### config.mk
export PLATFORM = sky130hd
export DESIGN_NAME = ysyx_220053_ifu
export DESIGN_NICKNAME = d
export VERILOG_FILES = /design/src/rtl/ysyx_220053_ifu_pkg.sv /design/src/rtl/ysyx_220053_ifu_pc_reg.sv /design/src/rtl/ysyx_220053_ifu.sv
export SDC_FILE = /design/constraint.sdc
export NUM_CORES = 1
export LEC_CHECK = 0
export ABC_AREA = 0
export CAP_MARGIN = 20
export CORE_MARGIN = 2
export CORE_UTILIZATION = 46
export CTS_CLUSTER_DIAMETER = 40
export DETAILED_ROUTE_END_ITERATION = 12
export GPL_ROUTABILITY_DRIVEN = 0
export MAX_ROUTING_LAYER = met4
export PLACE_DENSITY = 0.89
export RECOVER_POWER = 100
export SETUP_SLACK_MARGIN = 0.3
export SLEW_MARGIN = 20
export SYNTH_ARGS = -nofsm -noshare
export SYNTH_HDL_FRONTEND = slang
export SYNTH_SLANG_ARGS = --single-unit
### constraint.sdc
create_clock -name clk -period 1.9 [get_ports clk]
set_input_delay 0.19 -clock clk [delete_from_list [all_inputs] [get_ports clk]]
set_output_delay 0.19 -clock clk [all_outputs]
set_load 0.005 [all_outputs]
### src/rtl/ysyx_220053_ifu_pkg.sv
`default_nettype none
// ============================================================================
//  Module      : ysyx_220053_ifu_pkg
//  Description : Shared definitions for the instruction fetch unit: the NOP
//                encoding, the IFU state encodings, the default reset PC and
//                a small alignment helper.
//  Revision    : 1.0 - initial release
// ============================================================================
package ysyx_220053_ifu_pkg;

   // addi x0, x0, 0 -- handed to decode whenever there is no real instruction
   localparam logic [31:0] IFU_NOP          = 32'h00000013;
   localparam logic [63:0] DEFAULT_RESET_PC = 64'h0000_0000_8000_0000;

   typedef enum logic [2:0] {
      IFU_BOOT  = 3'd0,
      IFU_REQ   = 3'd1,
      IFU_WAIT  = 3'd2,
      IFU_HOLD  = 3'd3,
      IFU_FLUSH = 3'd4
   } ifu_state_e;

   function automatic logic is_misaligned(input logic [1:0] pc_lo);
      return pc_lo != 2'b00;
   endfunction

endpackage : ysyx_220053_ifu_pkg
`default_nettype wire

### src/rtl/ysyx_220053_ifu_pc_reg.sv
`default_nettype none
// ============================================================================
//  Module      : ysyx_220053_pc_reg
//  Description : Fetch PC register with +4 increment (wrapping modulo
//                2^XLEN) and a pending-redirect register that remembers a
//                redirect target arriving while a request is still waiting
//                for acceptance.
//  Ports       : clk, rst_n          clock / async active-low reset
//                pc_load, pc_load_val load PC with an explicit target
//                pc_inc               advance PC by 4 (pc_load wins)
//                pend_set, pend_set_val record a pending redirect target
//                pend_clr             drop the pending redirect
//                pc, pend_valid, pend_pc  current register contents
//  Revision    : 1.0 - initial release
// ============================================================================
module ysyx_220053_pc_reg
   import ysyx_220053_ifu_pkg::*;
#(
   parameter int unsigned     XLEN     = 64,
   parameter logic [XLEN-1:0] RESET_PC = XLEN'(DEFAULT_RESET_PC)
) (
   input  logic            clk,
   input  logic            rst_n,
   input  logic            pc_load,
   input  logic [XLEN-1:0] pc_load_val,
   input  logic            pc_inc,
   input  logic            pend_set,
   input  logic [XLEN-1:0] pend_set_val,
   input  logic            pend_clr,
   output logic [XLEN-1:0] pc,
   output logic            pend_valid,
   output logic [XLEN-1:0] pend_pc
);

   localparam logic [XLEN-1:0] PC_STEP = XLEN'(4);

   logic [XLEN-1:0] pc_d, pc_q;
   logic            pend_valid_d, pend_valid_q;
   logic [XLEN-1:0] pend_pc_d, pend_pc_q;

   always_comb begin
      pc_d = pc_q;
      if (pc_load) begin
         pc_d = pc_load_val;
      end else if (pc_inc) begin
         pc_d = pc_q + PC_STEP;
      end
   end

   // A newer redirect simply overwrites an older pending target.
   always_comb begin
      pend_valid_d = pend_valid_q;
      pend_pc_d    = pend_pc_q;
      if (pend_set) begin
         pend_valid_d = 1'b1;
         pend_pc_d    = pend_set_val;
      end else if (pend_clr) begin
         pend_valid_d = 1'b0;
      end
   end

   always_ff @(posedge clk or negedge rst_n) begin
      if (!rst_n) begin
         pc_q         <= RESET_PC;
         pend_valid_q <= 1'b0;
         pend_pc_q    <= '0;
      end else begin
         pc_q         <= pc_d;
         pend_valid_q <= pend_valid_d;
         pend_pc_q    <= pend_pc_d;
      end
   end

   assign pc         = pc_q;
   assign pend_valid = pend_valid_q;
   assign pend_pc    = pend_pc_q;

endmodule : ysyx_220053_pc_reg
`default_nettype wire

### src/rtl/ysyx_220053_ifu.sv
`default_nettype none
// ============================================================================
//  Module      : ysyx_220053_ifu
//  Description : Instruction fetch unit. Owns the PC, issues 32-bit fetches
//                on a valid/ready request + valid-only response port and
//                presents {instr_o, pc_o} to decode with valid/ready.
//                Accepts single-cycle redirect pulses from branches/jumps.
//  Ports       : clk, rst_n                     clock / async active-low reset
//                redirect_valid, redirect_pc    redirect pulse and target
//                imem_req_valid/ready/addr      fetch request channel
//                imem_rsp_valid/data/err        fetch response channel
//                instr_valid/ready, instr_o,
//                pc_o, fetch_err_o, misalign_o  decode-side interface
//  Config      : YSYX_220053_IFU_MISALIGN_EN - when defined, a misaligned
//                PC raises a fault instead of fetching; otherwise the
//                request address is word-aligned and misalign_o stays 0.
//  Revision    : 1.0 - initial release
// ============================================================================
module ysyx_220053_ifu
   import ysyx_220053_ifu_pkg::*;
#(
   parameter int unsigned     XLEN     = 64,
   parameter logic [XLEN-1:0] RESET_PC = XLEN'(DEFAULT_RESET_PC)
) (
   input  logic            clk,
   input  logic            rst_n,
   input  logic            redirect_valid,
   input  logic [XLEN-1:0] redirect_pc,
   output logic            imem_req_valid,
   input  logic            imem_req_ready,
   output logic [XLEN-1:0] imem_req_addr,
   input  logic            imem_rsp_valid,
   input  logic [31:0]     imem_rsp_data,
   input  logic            imem_rsp_err,
   output logic            instr_valid,
   input  logic            instr_ready,
   output logic [31:0]     instr_o,
   output logic [XLEN-1:0] pc_o,
   output logic            fetch_err_o,
   output logic            misalign_o
);

   ifu_state_e      state_d, state_q;
   logic [31:0]     instr_d, instr_q;
   logic [XLEN-1:0] pc_out_d, pc_out_q;
   logic            ferr_d, ferr_q;
   logic            mis_d, mis_q;

   logic            pc_load;
   logic [XLEN-1:0] pc_load_val;
   logic            pc_inc;
   logic            pend_set;
   logic            pend_clr;
   logic [XLEN-1:0] pc;
   logic            pend_valid;
   logic [XLEN-1:0] pend_pc;
   logic            req_valid;
   logic            pc_fault;

   ysyx_220053_pc_reg #(
      .XLEN     (XLEN),
      .RESET_PC (RESET_PC)
   ) u_pc_reg (
      .clk          (clk),
      .rst_n        (rst_n),
      .pc_load      (pc_load),
      .pc_load_val  (pc_load_val),
      .pc_inc       (pc_inc),
      .pend_set     (pend_set),
      .pend_set_val (redirect_pc),
      .pend_clr     (pend_clr),
      .pc           (pc),
      .pend_valid   (pend_valid),
      .pend_pc      (pend_pc)
   );

`ifdef YSYX_220053_IFU_MISALIGN_EN
   assign pc_fault      = is_misaligned(pc[1:0]);
   assign imem_req_addr = pc;
`else
   // Without fault checking the fetch is forced word-aligned; pc_fault is
   // constant 0 so misalign_o never rises.
   assign pc_fault      = 1'b0;
   assign imem_req_addr = {pc[XLEN-1:2], 2'b00};
`endif

   always_comb begin
      state_d     = state_q;
      instr_d     = instr_q;
      pc_out_d    = pc_out_q;
      ferr_d      = ferr_q;
      mis_d       = mis_q;
      pc_load     = 1'b0;
      pc_load_val = redirect_pc;
      pc_inc      = 1'b0;
      pend_set    = 1'b0;
      pend_clr    = 1'b0;
      req_valid   = 1'b0;

      case (state_q)
         IFU_BOOT: begin
            state_d = IFU_REQ;
            pc_load = redirect_valid;
         end

         IFU_REQ: begin
            if (pc_fault) begin
               // Faulting PC: no bus request, hand a trapping NOP to decode.
               // A redirect arriving now just retargets and re-evaluates.
               if (redirect_valid) begin
                  pc_load = 1'b1;
               end else begin
                  state_d  = IFU_HOLD;
                  instr_d  = IFU_NOP;
                  pc_out_d = pc;
                  ferr_d   = 1'b1;
                  mis_d    = 1'b1;
               end
            end else begin
               req_valid = 1'b1;
               if (imem_req_ready) begin
                  // Once the request is accepted the PC register is free to
                  // hold the redirect target while FLUSH drains the response.
                  if (redirect_valid) begin
                     pc_load  = 1'b1;
                     pend_clr = 1'b1;
                     state_d  = IFU_FLUSH;
                  end else if (pend_valid) begin
                     pc_load     = 1'b1;
                     pc_load_val = pend_pc;
                     pend_clr    = 1'b1;
                     state_d     = IFU_FLUSH;
                  end else begin
                     state_d = IFU_WAIT;
                  end
               end else if (redirect_valid) begin
                  // The address must stay stable until accepted, so the
                  // target is parked instead of loaded.
                  pend_set = 1'b1;
               end
            end
         end

         IFU_WAIT: begin
            if (redirect_valid) begin
               pc_load = 1'b1;
               state_d = imem_rsp_valid ? IFU_REQ : IFU_FLUSH;
            end else if (imem_rsp_valid) begin
               instr_d  = imem_rsp_err ? IFU_NOP : imem_rsp_data;
               pc_out_d = pc;
               ferr_d   = imem_rsp_err;
               mis_d    = 1'b0;
               state_d  = IFU_HOLD;
            end
         end

         IFU_HOLD: begin
            // Redirect has priority over consumption: no pc+4 in that case.
            if (redirect_valid) begin
               pc_load = 1'b1;
               state_d = IFU_REQ;
            end else if (instr_ready) begin
               pc_inc  = 1'b1;
               state_d = IFU_REQ;
            end
         end

         IFU_FLUSH: begin
            pc_load = redirect_valid;
            if (imem_rsp_valid) begin
               state_d = IFU_REQ;
            end
         end

         default: begin
            state_d = IFU_BOOT;
         end
      endcase
   end

   always_ff @(posedge clk or negedge rst_n) begin
      if (!rst_n) begin
         state_q  <= IFU_BOOT;
         instr_q  <= IFU_NOP;
         pc_out_q <= RESET_PC;
         ferr_q   <= 1'b0;
         mis_q    <= 1'b0;
      end else begin
         state_q  <= state_d;
         instr_q  <= instr_d;
         pc_out_q <= pc_out_d;
         ferr_q   <= ferr_d;
         mis_q    <= mis_d;
      end
   end

   assign imem_req_valid = req_valid;
   assign instr_valid    = (state_q == IFU_HOLD);
   assign instr_o        = instr_q;
   assign pc_o           = pc_out_q;
   assign fetch_err_o    = ferr_q;
   assign misalign_o     = mis_q;

endmodule : ysyx_220053_ifu
`default_nettype wire

==> impl_metrics.env, run 1 <==
export IMPL_antenna_found_initial=7
export IMPL_syn_area_um2=11400
export IMPL_powerDensity_nw_per_um2=1560
export IMPL_maxCapViolCount=0
export IMPL_overflow=0
export IMPL_cts_buffer_depth=3
export IMPL_finalSetupViolations=228
export IMPL_initial_core_util_pct=46.9
export IMPL_clock_latency_ps=550
export IMPL_totalWireLength_um=61300
export IMPL_ys_seq_elements=229
export IMPL_grt_usage_pct=38.7
export IMPL_synth_ff_type="dfrtp_1"
export IMPL_rows=57
export IMPL_clkTransAtPathRegs_ps=60
export IMPL_hold_depth=3
export IMPL_drive_gt1_share_pct=48.7
export IMPL_finClkSkew_ps=39.6
export IMPL_finalHoldViolCount=0
export IMPL_area_growth_pct=79.9
export IMPL_cts_tree="done"
export IMPL_maxSlewHeadroom_pct=13.0
export IMPL_core_area_um2=24400
export IMPL_stdcell_count=1944
export IMPL_grt_pass1_vias=12500
export IMPL_htreeDepth=2
export IMPL_avgSynthCellArea_um2=11.0
export IMPL_multiInputGateArea_um2=6430
export IMPL_ys_seq_area_share_pct=50.2
export IMPL_fill_cells=1108
export IMPL_synthCells=1039
export IMPL_wirelength_met1_um=20200
export IMPL_dp_slack_ps=-399
export IMPL_hp_class="in2reg"
export IMPL_fmax_mhz=399
export IMPL_finalPower_uw=32100
export IMPL_tightest_slew_ps=1310
export IMPL_wl_met3_um=7060
export IMPL_violations="setup timing"
export IMPL_hold_ws_ps=220
export IMPL_grt_max_degree=62
export IMPL_ys_async_sr_fraction_pct=100
export IMPL_critPathArrivalTime_ps=2900
export IMPL_rsz0062_at_grt="yes"
export IMPL_fin_crit_sh_pct=132
export IMPL_placed_cell_area_um2=15300
export IMPL_design_area_um2=20600
export IMPL_yosys_warnings=0
export IMPL_path_max_fanout=4
export IMPL_setup_ws_ps=-607
export IMPL_fin_crit_ps=2510
export IMPL_grt_pass1_wl_um=75100
export IMPL_cts_root_buf="clkbuf_16"
export IMPL_ant_nets=0
export IMPL_worst_setup_path_type="reg2reg"
export IMPL_dieArea_um2=26100
export IMPL_cts_sinks=229
export IMPL_required_ps=2290
export IMPL_synth_cell_type_count=50
export IMPL_dr_wl_met2_um=28100
export IMPL_reg2regPathDepth=7
export IMPL_port_buffers=263
export IMPL_regArea_um2=5750
export IMPL_critPathCaptureType="flop"
export IMPL_cp_start_kind="flop"
export IMPL_dpl_hpwl_um=24600
export IMPL_dr_pass1_iters=7
export IMPL_drv_slew=0
export IMPL_avgRoutedWirePerCell_um=31.5
export IMPL_highest_layer="met4"
export IMPL_p_leak_uw=0.00920
export IMPL_die_w_um=162
export IMPL_numCtsBuffers=39
export IMPL_via_per_inst=6.57
export IMPL_placedCellCount=1658
export IMPL_drc=0
export IMPL_num_io_pins=267
export IMPL_status="finished with violations"
export IMPL_die_h_um=162
export IMPL_final_nets=1687
export IMPL_irDropWorstVdd_v=0.00125
export IMPL_dr_total_vias=12800
export IMPL_drt_iter0_drc=1571
export IMPL_synth_edf_count=0
==> layout make-up <==
class,count,share of cell area [%]
Antenna cell,7,0.0851
Inverter,9,0.164
Clock inverter,20,1.02
Tap cell,324,1.97
Sequential cell,229,28.0
Clock buffer,51,5.06
Multi-Input combinational cell,679,31.3
Timing Repair Buffer,625,32.5
==> power breakdown <==
| group | switching (uW) | internal (uW) | leakage [uW] | total (uW) |
|---|---|---|---|---|
| clock | 2770 | 4310 | 0.000608 | 7070 |
| sequential | 1960 | 7110 | 0.00283 | 9060 |
| combinational | 7650 | 8310 | 0.00576 | 16000 |
==> cells in the final DEF, fill, tap and decap left out, types with 33 or more instances in the layout <==
cell type,instances
dfrtp_1,212
buf_4,157
clkdlybuf4s50_1,105
mux2_4,101
buf_6,80
mux2_2,70
clkdlybuf4s25_1,52
clkbuf_1,50
clkbuf_16,44
dlygate4sd3_1,42
o21ai_2,40
nand2_1,39
dlygate4sd2_1,36
buf_16,34
buf_12,33
==> critical path, cell delays in order, from the launching register on <==
cell and delay (ps):
dfrtp_1 550, nand3_4 160, nor4_4 410, buf_4 220
nand4_1 250, buf_4 250, o31ai_2 350, a31oi_1 150
==> through the flow <==
stage	TNS [ps]	utilization (%)
6_report	-42270	84.4
5_1_grt	-46470	84.4
4_1_cts	-4570	78.8
3_5_place_dp	-45050	62.7
3_3_place_gp	-36910	62.7
2_1_floorplan	-147	-
==> what timing repair did <==
action | CTS | global route
setup endpoints to repair | 300 | 314
pin swaps | 74 | 51
endpoints found under the hold margin | 136 | 0
setup buffers | 96 | 71
cloned | 34 | 6
hold buffers | 1 | 0
gates resized for setup | 368 | 317
==> path summary, 6_finish.rpt <==
kind,start,slack (ps),to
max,u_pc_reg.pc[13]$_DFFE_PN0P_,-610,u_pc_reg.pc[63]$_DFFE_PN0P_
min,imem_rsp_data[24],220,instr_o[24]$_DFFE_PN0P_
max reg2reg,u_pc_reg.pc[13]$_DFFE_PN0P_,-610,u_pc_reg.pc[63]$_DFFE_PN0P_
min reg2reg,instr_o[0]$_DFFE_PN1P_,500,instr_o[0]$_DFFE_PN1P_
max in group asynchronous,rst_n,200,instr_o[0]$_DFFE_PN1P_
min in group asynchronous,rst_n,480,u_pc_reg.pend_pc[44]$_DFFE_PN0P_
==> sequential cells by signal, indices dropped and copies added (netlist names) <==
signal and count:
pc_o 64, u_pc_reg.pc 64, u_pc_reg.pend_pc 64, instr_o 32
state_q 3, fetch_err_o 1, u_pc_reg.pend_valid 1
==> cell families after synthesis <==
kind of cell               after synthesis  synth area share, %
AOI/OAI and AO/OA                      134                 6.83
and+or+nand+nor                        319                 15.2
buffers and inverters                  134                 6.84
xor gates and xnor gates                33                 2.53
other                                    1               0.0328
muxes                                  188                 18.3
adders and majority gates                1                0.109
DFF                                    229                 50.2
==> Yosys cell counts, types with 17 or more instances <==
| library cell | number | share of area, % |
|---|---|---|
| o21ai_0 | 79 | 3.5 |
| dfrtp_1 | 224 | 49 |
| nand4_1 | 26 | 1.4 |
| mux2i_1 | 17 | 1.5 |
| mux2_2 | 171 | 17 |
| xor2_1 | 19 | 1.5 |
| buf_2 | 19 | 0.83 |
| nand2_1 | 95 | 3.1 |
| buf_4 | 66 | 4.3 |
| nand2b_1 | 31 | 1.7 |
| a31oi_1 | 17 | 0.93 |
| nand3_1 | 36 | 1.6 |
| nor2_1 | 33 | 1.1 |
| clkbuf_1 | 38 | 1.2 |
| and3_1 | 21 | 1.1 |
==> layer usage <==
layer / GRT usage [%] / vias up
met3: 9.14 / 537
met1: 42.2 / 6151
met5: - / -
met2: 63.2 / 1278
li1: - / 4799
met4: 26.4 / 0
Power figures use the tool's default switching activity.
==> run 2, diff against run 1 <==
--- a/config.mk
+++ b/config.mk
@@ -6,6 +6,7 @@
 export NUM_CORES = 1
 export LEC_CHECK = 0
 export ABC_AREA = 0
+export ABC_CLOCK_PERIOD_IN_PS = 1900
 export CAP_MARGIN = 20
 export CORE_MARGIN = 2
 export CORE_UTILIZATION = 46
==> results of run 2 <==
Same layout as run 1: the final DEF is identical, and so are final timing and power.
